==> src/rtl/isp8_pkg.sv <==
// Shared encodings for the isp8 multi-byte ALU sequencer: op codes, FSM states
// and the ALU instruction words driven while sequencing / idle.
package isp8_pkg;

  typedef enum logic [2:0] {
    ISP8_SEQ_ADD  = 3'b000,
    ISP8_SEQ_ADDC = 3'b001,
    ISP8_SEQ_SUB  = 3'b010,
    ISP8_SEQ_SUBC = 3'b011,
    ISP8_SEQ_CMP  = 3'b100
  } isp8_seq_op_e;

  typedef enum logic [1:0] {
    IDLE = 2'd0,
    RUN  = 2'd1,
    DONE = 2'd2
  } isp8_seq_state_e;

  // All-zero instruction selects the ALU add/sub result path.
  localparam logic [17:0] ISP8_ALU_INSTR_ARITH = 18'h00000;
  localparam logic [17:0] ISP8_ALU_INSTR_IDLE  = 18'h3FFFF;

  function automatic logic isp8_op_legal(input logic [2:0] op);
    return (op <= ISP8_SEQ_CMP);
  endfunction

  function automatic logic isp8_op_is_sub(input logic [2:0] op);
    return (op == ISP8_SEQ_SUB) || (op == ISP8_SEQ_SUBC) || (op == ISP8_SEQ_CMP);
  endfunction

endpackage

==> src/rtl/isp8_alu_seq_ctl.sv <==
// Sequencer control: IDLE/RUN/DONE FSM, byte index and per-byte ALU mode strobes.
// Latches op and cin at launch so the strobe decode is stable for the whole run.
module isp8_alu_seq_ctl
  import isp8_pkg::*;
#(
  parameter int NBYTES = 2
) (
  input  logic       clk,
  input  logic       rst_n,
  input  logic       start,
  input  logic [2:0] op,
  input  logic       cin,
  input  logic       prev_cout,
  output logic       busy,
  output logic       done,
  output logic       err,
  output logic       launch,
  output logic       last,
  output logic       op_is_cmp,
  output logic [1:0] idx,
  output logic       alu_sub,
  output logic       alu_subc,
  output logic       alu_addc,
  output logic       alu_cmp,
  output logic       alu_carry
);

  localparam logic [1:0] LAST_IDX = 2'(NBYTES - 1);

  isp8_seq_state_e state_q, state_d;
  logic [1:0]      idx_q, idx_d;
  logic [2:0]      op_q, op_d;
  logic            cin_q, cin_d;
  logic            err_q, err_d;

  always_ff @(posedge clk or negedge rst_n) begin
    if (!rst_n) begin
      state_q <= IDLE;
      idx_q   <= 2'd0;
      op_q    <= 3'd0;
      cin_q   <= 1'b0;
      err_q   <= 1'b0;
    end else begin
      state_q <= state_d;
      idx_q   <= idx_d;
      op_q    <= op_d;
      cin_q   <= cin_d;
      err_q   <= err_d;
    end
  end

  always_comb begin
    state_d = state_q;
    idx_d   = idx_q;
    op_d    = op_q;
    cin_d   = cin_q;
    err_d   = 1'b0;
    case (state_q)
      IDLE: begin
        if (start) begin
          if (isp8_op_legal(op)) begin
            state_d = RUN;
            idx_d   = 2'd0;
            op_d    = op;
            cin_d   = cin;
          end else begin
            err_d = 1'b1;
          end
        end
      end
      RUN: begin
        if (idx_q == LAST_IDX) begin
          state_d = DONE;
        end else begin
          idx_d = idx_q + 2'd1;
        end
      end
      DONE: begin
        state_d = IDLE;
        idx_d   = 2'd0;
      end
      default: state_d = IDLE;
    endcase
  end

  assign busy      = (state_q == RUN);
  assign done      = (state_q == DONE);
  assign err       = err_q;
  assign launch    = (state_q == IDLE) && start && isp8_op_legal(op);
  assign last      = busy && (idx_q == LAST_IDX);
  assign op_is_cmp = (op_q == ISP8_SEQ_CMP);
  assign idx       = idx_q;

  // Byte 0 uses the op's own mode; later bytes chain the registered carry/borrow.
  always_comb begin
    alu_sub   = 1'b0;
    alu_subc  = 1'b0;
    alu_addc  = 1'b0;
    alu_cmp   = 1'b0;
    alu_carry = 1'b0;
    if (busy) begin
      if (idx_q == 2'd0) begin
        case (op_q)
          ISP8_SEQ_ADDC: begin
            alu_addc  = 1'b1;
            alu_carry = cin_q;
          end
          ISP8_SEQ_SUB:  alu_sub = 1'b1;
          ISP8_SEQ_SUBC: begin
            alu_subc  = 1'b1;
            alu_carry = cin_q;
          end
          ISP8_SEQ_CMP:  alu_cmp = 1'b1;
          default: ;
        endcase
      end else begin
        if (isp8_op_is_sub(op_q)) begin
          alu_subc = 1'b1;
        end else begin
          alu_addc = 1'b1;
        end
        alu_carry = prev_cout;
      end
    end
  end

endmodule

==> src/rtl/isp8_alu_seq.sv <==
// Multi-byte add/sub/cmp sequencer driving the 8-bit LatticeMico8 ALU LSB first.
// Optional signed-overflow output enabled by defining ISP8_ALU_SEQ_OVF_EN.
module isp8_alu_seq
  import isp8_pkg::*;
#(
  parameter int    NBYTES      = 2,
  parameter string FAMILY_NAME = "XO"
) (
  input  logic                clk,
  input  logic                rst_n,
  input  logic                start,
  input  logic [2:0]          op,
  input  logic [8*NBYTES-1:0] opa,
  input  logic [8*NBYTES-1:0] opb,
  input  logic                cin,
  output logic                busy,
  output logic                done,
  output logic                err,
  output logic [8*NBYTES-1:0] result,
  output logic                carry,
  output logic                zero,
  output logic [17:0]         alu_instr,
  output logic [7:0]          alu_a,
  output logic [7:0]          alu_b,
  output logic                alu_carry,
  output logic                alu_sub,
  output logic                alu_subc,
  output logic                alu_addc,
  output logic                alu_cmp,
  input  logic [7:0]          alu_dout,
  input  logic                alu_cout
`ifdef ISP8_ALU_SEQ_OVF_EN
  ,
  output logic                ovf
`endif
);

  localparam int W = 8 * NBYTES;

  if (NBYTES < 2 || NBYTES > 4) begin : g_bad_nbytes
    $error("isp8_alu_seq: NBYTES=%0d outside 2..4 (family %s)", NBYTES, FAMILY_NAME);
  end

  logic       launch;
  logic       last;
  logic       op_is_cmp;
  logic [1:0] idx;
  logic       cout_q, cout_d;

  isp8_alu_seq_ctl #(
    .NBYTES(NBYTES)
  ) u_ctl (
    .clk       (clk),
    .rst_n     (rst_n),
    .start     (start),
    .op        (op),
    .cin       (cin),
    .prev_cout (cout_q),
    .busy      (busy),
    .done      (done),
    .err       (err),
    .launch    (launch),
    .last      (last),
    .op_is_cmp (op_is_cmp),
    .idx       (idx),
    .alu_sub   (alu_sub),
    .alu_subc  (alu_subc),
    .alu_addc  (alu_addc),
    .alu_cmp   (alu_cmp),
    .alu_carry (alu_carry)
  );

  logic [W-1:0] a_sh_q, a_sh_d;
  logic [W-1:0] b_sh_q, b_sh_d;
  logic [W-1:0] result_q, result_d;
  logic         carry_q, carry_d;
  logic         zero_q, zero_d;
  logic         zacc_q, zacc_d;
  logic         dout_zero;

  assign dout_zero = (alu_dout == 8'h00);

  // Operands shift right one byte per RUN cycle so byte 0 always feeds the ALU.
  always_comb begin
    a_sh_d  = a_sh_q;
    b_sh_d  = b_sh_q;
    cout_d  = cout_q;
    carry_d = carry_q;
    zero_d  = zero_q;
    zacc_d  = zacc_q;
    if (launch) begin
      a_sh_d = opa;
      b_sh_d = opb;
      cout_d = 1'b0;
      zacc_d = 1'b1;
    end else if (busy) begin
      a_sh_d = a_sh_q >> 8;
      b_sh_d = b_sh_q >> 8;
      cout_d = alu_cout;
      zacc_d = zacc_q & dout_zero;
      if (last) begin
        carry_d = alu_cout;
        zero_d  = zacc_q & dout_zero;
      end
    end
  end

  for (genvar gi = 0; gi < NBYTES; gi++) begin : g_res_byte
    assign result_d[gi*8 +: 8] = (busy && !op_is_cmp && (idx == 2'(gi))) ?
                                 alu_dout : result_q[gi*8 +: 8];
  end

  always_ff @(posedge clk or negedge rst_n) begin
    if (!rst_n) begin
      a_sh_q   <= '0;
      b_sh_q   <= '0;
      result_q <= '0;
      cout_q   <= 1'b0;
      carry_q  <= 1'b0;
      zero_q   <= 1'b0;
      zacc_q   <= 1'b0;
    end else begin
      a_sh_q   <= a_sh_d;
      b_sh_q   <= b_sh_d;
      result_q <= result_d;
      cout_q   <= cout_d;
      carry_q  <= carry_d;
      zero_q   <= zero_d;
      zacc_q   <= zacc_d;
    end
  end

  assign result    = result_q;
  assign carry     = carry_q;
  assign zero      = zero_q;
  assign alu_instr = busy ? ISP8_ALU_INSTR_ARITH : ISP8_ALU_INSTR_IDLE;
  assign alu_a     = busy ? a_sh_q[7:0] : 8'h00;
  assign alu_b     = busy ? b_sh_q[7:0] : 8'h00;

`ifdef ISP8_ALU_SEQ_OVF_EN
  logic ovf_q, ovf_d;

  // On the last byte the ALU is always in a chaining mode, so alu_subc tells sub-class from add-class.
  always_comb begin
    ovf_d = ovf_q;
    if (last) begin
      if (alu_subc) begin
        ovf_d = (alu_a[7] != alu_b[7]) && (alu_dout[7] != alu_a[7]);
      end else begin
        ovf_d = (alu_a[7] == alu_b[7]) && (alu_dout[7] != alu_a[7]);
      end
    end
  end

  always_ff @(posedge clk or negedge rst_n) begin
    if (!rst_n) begin
      ovf_q <= 1'b0;
    end else begin
      ovf_q <= ovf_d;
    end
  end

  assign ovf = ovf_q;
`endif

endmodule
==> config.mk <==
export PLATFORM = sky130hd
export DESIGN_NAME = isp8_alu_seq
export DESIGN_NICKNAME = d
export VERILOG_FILES = /design/src/rtl/isp8_pkg.sv /design/src/rtl/isp8_alu_seq_ctl.sv /design/src/rtl/isp8_alu_seq.sv
export SDC_FILE = /design/constraint.sdc
export NUM_CORES = 1
export LEC_CHECK = 0
export ABC_AREA = 1
export CAP_MARGIN = 20
export CELL_PAD_IN_SITES_DETAIL_PLACEMENT = 1
export CELL_PAD_IN_SITES_GLOBAL_PLACEMENT = 2
export CORE_MARGIN = 8
export CORE_UTILIZATION = 28
export DETAILED_ROUTE_END_ITERATION = 7
export GPL_TIMING_DRIVEN = 0
export HOLD_SLACK_MARGIN = 0.1
export MAX_ROUTING_LAYER = met4
export PLACE_DENSITY = 0.83
export SLEW_MARGIN = 30
export SYNTH_ARGS = -nofsm -noshare
export SYNTH_HDL_FRONTEND = slang
export SYNTH_SLANG_ARGS = --single-unit
==> constraint.sdc <==
create_clock -name clk -period 4.1 [get_ports clk]
set_input_delay 0.615 -clock clk [delete_from_list [all_inputs] [get_ports clk]]
set_output_delay 0.615 -clock clk [all_outputs]
set_load 0.005 [all_outputs]
### Yosys cells after proc, flatten, opt, wreduce, memory -nomap -nowiden

Index checks and enable logic that the tools add are counted.

* logic and storage cells: 86
* output and inout port bits: 60
* flip-flop bits (word level): 61
* bits of input ports: 48

* muxes and demuxes: 39
* reductions and logical operators: 19
* $add $sub $neg: 1
* bitwise gates (word level): 2
* $lt $le $gt $ge: 1
* eq/ne operators: 11

Operator list (number)
* two-way mux 16 bit: 4
* two-way mux 1 bit: 24
* two-way mux 18 bit: 1
* two-way mux 8 bit: 2
* two-way mux 2 bit: 6
* AND reduction 3 bit: 3
* logical NOT 8 bit: 1
* == test 3 x 2 -> 1 bit (second input constant): 2
* logical AND 1 bit: 6
* != test 2 bit (second input constant): 3
* case mux 2 bit (3 select lines): 1
* == test 2 x 1 -> 1 bit (second input constant): 2
* logical NOT 2 bit: 2
* case mux 2 bit (2 select lines): 1
* AND reduction 4 bit: 1
* == test 3 x 1 -> 1 bit (second input constant): 1
* == test 3 bit (second input constant): 1
* less-or-equal comparator 3 bit (second input constant): 1
* nonzero test 3 bit: 1
* adder 2 x 1 -> 2 bit (second input constant): 1
* == test 2 bit (second input constant): 1
* logical OR 1 bit: 2
* != test 2 x 1 -> 1 bit (second input constant): 1
* nonzero test 2 bit: 1
* other kinds (4): 4

### Depth between registers and ports, before layout

Gate-level depths: netlist of the first run.

* depth after elaboration: 6
* depth in mapped cells: 8
* mapped depth without buffers: 8

### Cells and area by module

A second synthesis of the first run with hierarchy kept.

* cell total of the unflattened synthesis: 337
* area, all modules: 2929.1 µm²

Modules (own cells, without submodules)
* isp8_alu_seq: cells each 268, area each 2394.8 µm², sequential area each 1301.2 µm², times used 1
* isp8_alu_seq_ctl: cells each 69, area each 534.3 µm², sequential area each 225.2 µm², times used 1

### Least setup slack after synthesis of the first run

OpenSTA, ideal clock, no wires.

* path kind: register to output
* from: register u_ctl.state_q[0]
* to: output port alu_instr[10]
* cell stages (with the launch flop): 5
* slack: 2322 ps
* buffers on the path: 3
* data arrival time: 1163 ps
* data required time: 3485 ps
* path through: dfrtp_1 > nand2_4 > buf_6 > buf_2 > buf_4

* longest elaborated chain between the ends: 2

Ends and longest elaborated chain
* start: declaration: line isp8_alu_seq_ctl.sv:30 `isp8_seq_state_e state_q, state_d;`
* start signal: assignment: line isp8_alu_seq_ctl.sv:44 `state_q <= state_d;`
* == test 2 x 1 -> 1 bit: line isp8_alu_seq_ctl.sv:86 `assign busy = (state_q == RUN);`
* two-way mux 18 bit: line isp8_alu_seq.sv:136 `assign alu_instr = busy ? ISP8_ALU_INSTR_ARITH : ISP8_ALU_INSTR_IDLE;`
* end: declaration: line isp8_alu_seq.sv:22 `output logic [17:0] alu_instr,`

Every way passes these cells.

### Final worst setup path of the first run

* from: register u_ctl.state_q[0]
* to: output port alu_instr[15]

Same word-level chain as after synthesis.

==> results.md, run 1 <==
* Die height at 122 um
* Synthesized instance count at 364
* Worst R2R Setup Slack at 2.73 ns
* Critical path endpoint category: output port
* Period utilisation layout at 0.693
* Post-Synth Simple-Gate Area at 0.306
* Min-delay worst type: in -> async
* Maximum root-to-sink buffer count at 2
* Startpoint types: register
* Aggregate global-route resource usage at 0.141
* Final hold slack at 0.127 ns
* RSZ-0062 raised after global routing: false
* Worst-path maximum fanout at 27
* Initial Util at 0.288
* Layout cell share with drive strength beyond 1 at 0.170
* # hold bufs at CTS at 0
* First-pass GRT wire length at 15800 um
* Fmax at 352 MHz
* Root Buffer: clkbuf_8
* Port Buffers at 107
* Detail Placement HPWL at 7670 um
* Gp weighted congestion at 0.765
* Die ar. at 14800 um2
* Vias in the first global route at 3016
* Mux cell area share after synthesis at 0
* Cell Pwr Density at 719 nW/um2
* CTS tree: yes
* DRT iter0 DRCs at 107
* LEAKAGE at 0.00218 uW
* CP required at 3.48 ns
* Register area share after synthesis at 0.489
* Clock Skew at 0.00895 ns
* Drt first pass iters at 4
* Via count at 2775
* Final hold viol count at 0
* IO Count at 108
* Placed Cells at 612
* Status: finished, final reports clean
* Setup Buffers After CTS at 0
* GRT Residual Overflow at 0
* Post-synthesis compound-gate area fraction at 0.0613
* Yosys reg bits at 61
* CTS resizes at 0
* # diodes at 0
* H-tree Lvls at 3
* DRT Wirelength at 9780 um
* Xor/xnor share of the synthesized area at 0
* Setup violations, final at 0
* Max cap viols at 0
* Die W at 122 um
* DRC viols at 0
* Synth Cell Area at 3120 um2
* Largest family of logic cells by synthesized area: simple AND/OR/NAND/NOR gates
* Post-Syn Nets at 414
* Avg Inst Size Synth at 8.58 um2
* Antenna violations before repair at 0
* Final ANT Viol Nets at 0
* VDD IR max at 0.241 mV
* Arrival @ worst endpoint at 2.23 ns
* Slew Viols, Final at 0
* Row count at 38
* Cell variety after synth at 26
* Average wire per standard cell at 15.6 um
* Synth Area in Adders at 0.00802
* Worst-Margin Slew at 0.502 ns
* CTS sink cnt at 61
* Area Overhead vs Synth at 47.1%
* Finished Layout Cells at 628
* Core Footprint at 10800 um2
* CTS clk-pin slew, worst paths at 0.08 ns
* Max_slew headroom at 0.665
* CP Launch Point: u_ctl.state_q[0]
* NumNets Final at 533
* Vias per Instance at 4.42
* Crit Path Category: reg -> out
* Fin crit period at 2.84 ns
* Num CTS Buffers at 9
* Yosys Warn Count at 0
* Setup TNS at 0 ns
* Largest net degree at the start of global routing at 47
* Clk_lat worst skew at 0.35 ns
* Reg2Reg Launch Point: u_ctl.idx[1]
==> cell type report <==
class	instances	area [um2]
clock buffer	9	124
sequential	61	1530
timing repair buffer	108	1100
fill	1312	6250
clock inverter	7	75.1
tap	140	175
buffer	37	275
inverter	39	148
multi-input combinational	227	1170
==> layer usage <==
layer / GRT usage / vias to the layer above / part of all wire
met2: 0.232 / 62 / 0.49
met3: 0.0342 / 4 / 0.042
met5: - / - / 0
li1: - / 1390 / -
met4: 0.0370 / 0 / 0.0078
met1: 0.170 / 1319 / 0.46
==> final timing paths <==
kind | depth (start not counted) | endpoint
min | 1 | b_sh_q[11]
max in group asynchronous | 2 | a_sh_q[2]
min reg2reg | 2 | carry
max reg2reg | 8 | result[14]
max | 5 | alu_instr[15]
min in group clk | 2 | carry
==> logic make-up after synthesis <==
family	Yosys count
adders and majority gates	2
AOI/OAI and AO/OA	25
DFF	61
and+or+nand+nor	200
buffers and inverters	76
==> synthesized netlist by cell type (all sizes together) <==
master | instances | area [um2]
nor2 | 27 | 134
o21ai | 20 | 160
nand3b | 1 | 7.51
nand3 | 88 | 453
buf | 37 | 275
nand4 | 3 | 18.8
nand2 | 79 | 327
o21bai | 1 | 7.51
ha | 2 | 25.0
clkinv | 1 | 5.00
nor4 | 1 | 6.26
inv | 38 | 143
dfrtp | 61 | 1530
nor3 | 1 | 10.0
a21oi | 4 | 23.8
==> critical path, cell delays in order, from the launching register on <==
cell	delay, ns
dfrtp_1	0.43
nand2_4	0.15
buf_6	0.16
buf_2	0.43
buf_4	0.19
clkdlybuf4s50_1	0.50
==> layout by cell type (no fill, tap or decap), types with 8 or more instances in the layout <==
cell | synthesis | layout
buf_6 | 8 | 8
clkdlybuf4s50_1 | 0 | 106
nand3_1 | 87 | 87
nor2_1 | 25 | 25
inv_1 | 36 | 36
dfrtp_1 | 61 | 61
buf_2 | 10 | 10
nand2_1 | 73 | 73
clkbuf_8 | 0 | 9
buf_4 | 17 | 18
o21ai_2 | 16 | 16
==> state kept, by name (all words and copies together), names as in the netlist, 2 cells and up <==
register	cells
u_ctl.idx	2
u_ctl.state_q	2
result	16
a_sh_q	16
b_sh_q	16
u_ctl.op_q	3
==> where the power goes <==
| part | switching, uW | internal [uW] |
|---|---|---|
| combinational | 840 | 911 |
| clock | 261 | 282 |
| sequential | 151 | 854 |
| total | 1250 | 2050 |
==> through the flow <==
stage	total power [uW]	instance area, um2	setup WS [ns]	util
after floorplan	1950	3120	2.32	-
after global placement	2750	4370	0.358	0.403
after detailed placement	2810	4390	1.59	0.405
after CTS	3360	4590	1.20	0.424
after global routing	3570	4590	1.09	0.424
final	3300	4590	1.26	0.424
No activity file was read; power rests on OpenSTA's default activity.
==> run 2: changes to the inputs <==
--- a/config.mk
+++ b/config.mk
@@ -10,12 +10,12 @@
 export CELL_PAD_IN_SITES_DETAIL_PLACEMENT = 1
 export CELL_PAD_IN_SITES_GLOBAL_PLACEMENT = 2
 export CORE_MARGIN = 8
-export CORE_UTILIZATION = 28
+export CORE_UTILIZATION = 26
 export DETAILED_ROUTE_END_ITERATION = 7
 export GPL_TIMING_DRIVEN = 0
 export HOLD_SLACK_MARGIN = 0.1
 export MAX_ROUTING_LAYER = met4
-export PLACE_DENSITY = 0.83
+export PLACE_DENSITY = 0.78
 export SLEW_MARGIN = 30
 export SYNTH_ARGS = -nofsm -noshare
 export SYNTH_HDL_FRONTEND = slang
==> constraint.sdc (replaced) <==
create_clock -name clk -period 2.7 [get_ports clk]
set_input_delay 0.405 -clock clk [delete_from_list [all_inputs] [get_ports clk]]
set_output_delay 0.405 -clock clk [all_outputs]
set_load 0.005 [all_outputs]
==> run 2 against run 1 <==
Clock skew decreased by 0.0030 ns. Utilization shrank 2.7 points. Worst setup slack worse by 1.1 ns. Cell area up 2.5%. Sequential share of layout area decreased by 0.82 points. Critical endpoint is now alu_sub. Largest cell class unchanged. Largest power group unchanged.
==> results.md, run 2 (synthesized netlist as in run 1, its figures left out) <==
* Reg2Reg Depth at 8 (unchanged)
* Average wire per standard cell at 16.5 um (+5.7%)
* Arrival @ worst endpoint at 2.13 ns (-0.10 ns)
* Root Buffer: clkbuf_16
* Period utilisation layout at 0.937
* Max cap viols at 0 (unchanged)
* Layout cell share with drive strength beyond 1 at 0.170 (-0.000348)
* Row count at 40 (+5.3%)
* Gp weighted congestion at 0.775 (+1.3%)
* Worst path depth at 5 (unchanged)
* Comb pwr share at 0.499 (-0.032)
* Largest net degree at the start of global routing at 38 (-19%)
* Crit Path Category: reg -> out
* RSZ-0062 raised after global routing: false
* DRT Wirelength at 10500 um (+7.0%)
* Fin crit period at 2.53 ns
* Commonest non-fill, non-tap cells in the layout: 106 x clkdlybuf4s50_1, 87 x nand3_1, 73 x nand2_1
* Die ar. at 15800 um2 (+6.7%)
* Footprint of the multi-input gates at 1170 um2 (unchanged)
* Port Buffers at 107 (unchanged)
* LEAKAGE at 0.00223 uW (+2.3%)
* First-pass GRT wire length at 17000 um (+7.4%)
* Post-layout util at 0.397 (-0.0267)
* Antenna violations before repair at 0 (unchanged)
* Max_slew headroom at 0.653 (-0.0121)
* Initial Util at 0.263 (-0.0248)
* H-tree Lvls at 3 (unchanged)
* Min-delay worst type: reg -> reg
* CTS sink cnt at 61 (unchanged)
* Commonest non-fill, non-tap cell in the layout: clkdlybuf4s50_1
* Drt first pass iters at 4 (unchanged)
* Filler cells at 1405 (+7.1%)
* VDD IR max at 0.346 mV (+44%)
* Worst-path maximum fanout at 5 (-81%)
* Setup Buffers After CTS at 0 (unchanged)
* Die height at 126 um (+3.3%)
* Fmax at 395 MHz
* Max stage delay on crit path at 0.59 ns (+0.09 ns)
* Clk_lat worst skew at 0.33 ns (-0.02 ns)
* DRC viols at 0 (unchanged)
* Vias in the first global route at 3161 (+4.8%)
* Hold depth at 2
* Clock Skew at 0.00598 ns (-0.00296 ns)
* Vias per Instance at 4.44 (+0.56%)
* Worst path bufs/invs at 3 (-1)
* Register area at 1530 um2 (unchanged)
* Crit path cell chain: inv_1 -> ha_1 -> inv_1 -> nor4_1 -> clkdlybuf4s50_1
* Via count at 2826 (+1.8%)
* Slowest cell on crit path: clkdlybuf4s50_1
* Worst-Margin Slew at 0.520 ns (+0.0181 ns)
* CTS tree: yes
* Crit path top cell by count: inv_1
* CTS clk-pin slew, worst paths at 0.05 ns (-0.03 ns)
* Switching Fraction at 0.365 (-0.0143)
* Slew Viols, Final at 0 (unchanged)
* Startpoint types: register
* NumNets Final at 534 (+0.19%)
* DRT iter0 DRCs at 136 (+27%)
* Reg power frac at 0.286 (-0.019)
* Detail Placement HPWL at 7940 um (+3.5%)
* CP required at 2.30 ns (-1.18 ns)
* Top delay family on crit path: buffers and inverters
* Setup violations, final at 0 (unchanged)
* Int Pwr at 3420 uW (+67%)
* Sw Pwr at 1970 uW (+57%)
* Status: finished, final reports clean
* GRT Residual Overflow at 0 (unchanged)
* Area Overhead vs Synth at 50.8%
* Critical path endpoint category: output port
* Setup TNS at 0 ns (unchanged)
* Pre-CTS WS at 0.381 ns (-1.21 ns)
* Cell Pwr Density at 1140 nW/um2 (+59%)
* Final hold slack at 0.472 ns (+0.345 ns)
* Maximum root-to-sink buffer count at 2 (unchanged)
* Final ANT Viol Nets at 0 (unchanged)
* Num CTS Buffers at 9 (unchanged)
* Aggregate global-route resource usage at 0.141 (-0.000438)
* Die W at 126 um (+3.3%)
* IO Count at 108 (unchanged)
* # diodes at 0 (unchanged)
* Core Footprint at 11900 um2 (+9.4%)
* Final hold viol count at 0 (unchanged)
* Clock share of power at 0.215 (+0.050)
* Setup ws final at 0.169 ns (-1.09 ns)
==> run 2: cell types whose count changed in the layout (fill, tap and decap cells not counted), sizes merged <==
cell	previous run	this run
clkbuf	9	11
buf	39	38
dlygate4sd3	0	1
inv	39	38
==> run 2: worst register-to-register path, cell delays in order, from the launching register on <==
cell and delay (ns):
dfrtp_1 0.38, inv_1 0.08, ha_1 0.15, inv_1 0.10, nor2_8 0.17, nand2_4 0.11, buf_6 0.17, nand2_1 0.08
o21ai_2 0.05
==> run 2: area by class of cell <==
type | count | area share
Buffer | 37 | 0.0590
Clock buffer | 10 | 0.0508
Clock inverter | 6 | 0.0133
Inverter | 39 | 0.0314
Multi-Input combinational cell | 227 | 0.249
Sequential cell | 61 | 0.324
Tap cell | 147 | 0.0391
Timing Repair Buffer | 109 | 0.233
==> run 2: path summary, 6_finish.rpt <==
check,startpoint,endpoint,slack (ns)
max in group asynchronous,rst_n,a_sh_q[1],1.65
min,carry,carry,0.47
min in group asynchronous,rst_n,u_ctl.err,0.53
max,u_ctl.idx[0],alu_sub,0.17
min reg2reg,carry,carry,0.47
max reg2reg,u_ctl.idx[1],result[13],1.31
==> run 2: what timing repair did <==
action                                  in CTS  in global routing
gates resized for setup                      0                  1
endpoints found under the setup margin       0                 17
hold buffers                                 1                  0
endpoints found under the hold margin       24                  0
==> run 2: power groups by stage <==
stage | combinational, uW | clock [uW] | sequential (uW)
final | 2690 | 1160 | 1540
after global routing | 2980 | 1220 | 1590
after CTS | 2760 | 1180 | 1550
after detailed placement | 2730 | 0 | 1560
after global placement | 2660 | 0 | 1540
after floorplan | 1460 | 0 | 1500
==> run 2: routing by layer <==
| metal | vias up | global-route usage | wire length, um |
|---|---|---|---|
| met5 | - | - | 0 |
| li1 | 1401 | - | - |
| met1 | 1347 | 0.172 | 4750 |
| met4 | 0 | 0.0487 | 165 |
| met3 | 10 | 0.0336 | 418 |
| met2 | 68 | 0.224 | 5130 |
==> run 2: through the flow <==
stage	power, uW	std cells	area, um2
2_1_floorplan	2970	364	3120
3_3_place_gp	4200	618	4380
3_5_place_dp	4290	619	4390
4_1_cts	5480	636	4710
5_1_grt	5790	636	4710
6_report	5390	636	4710
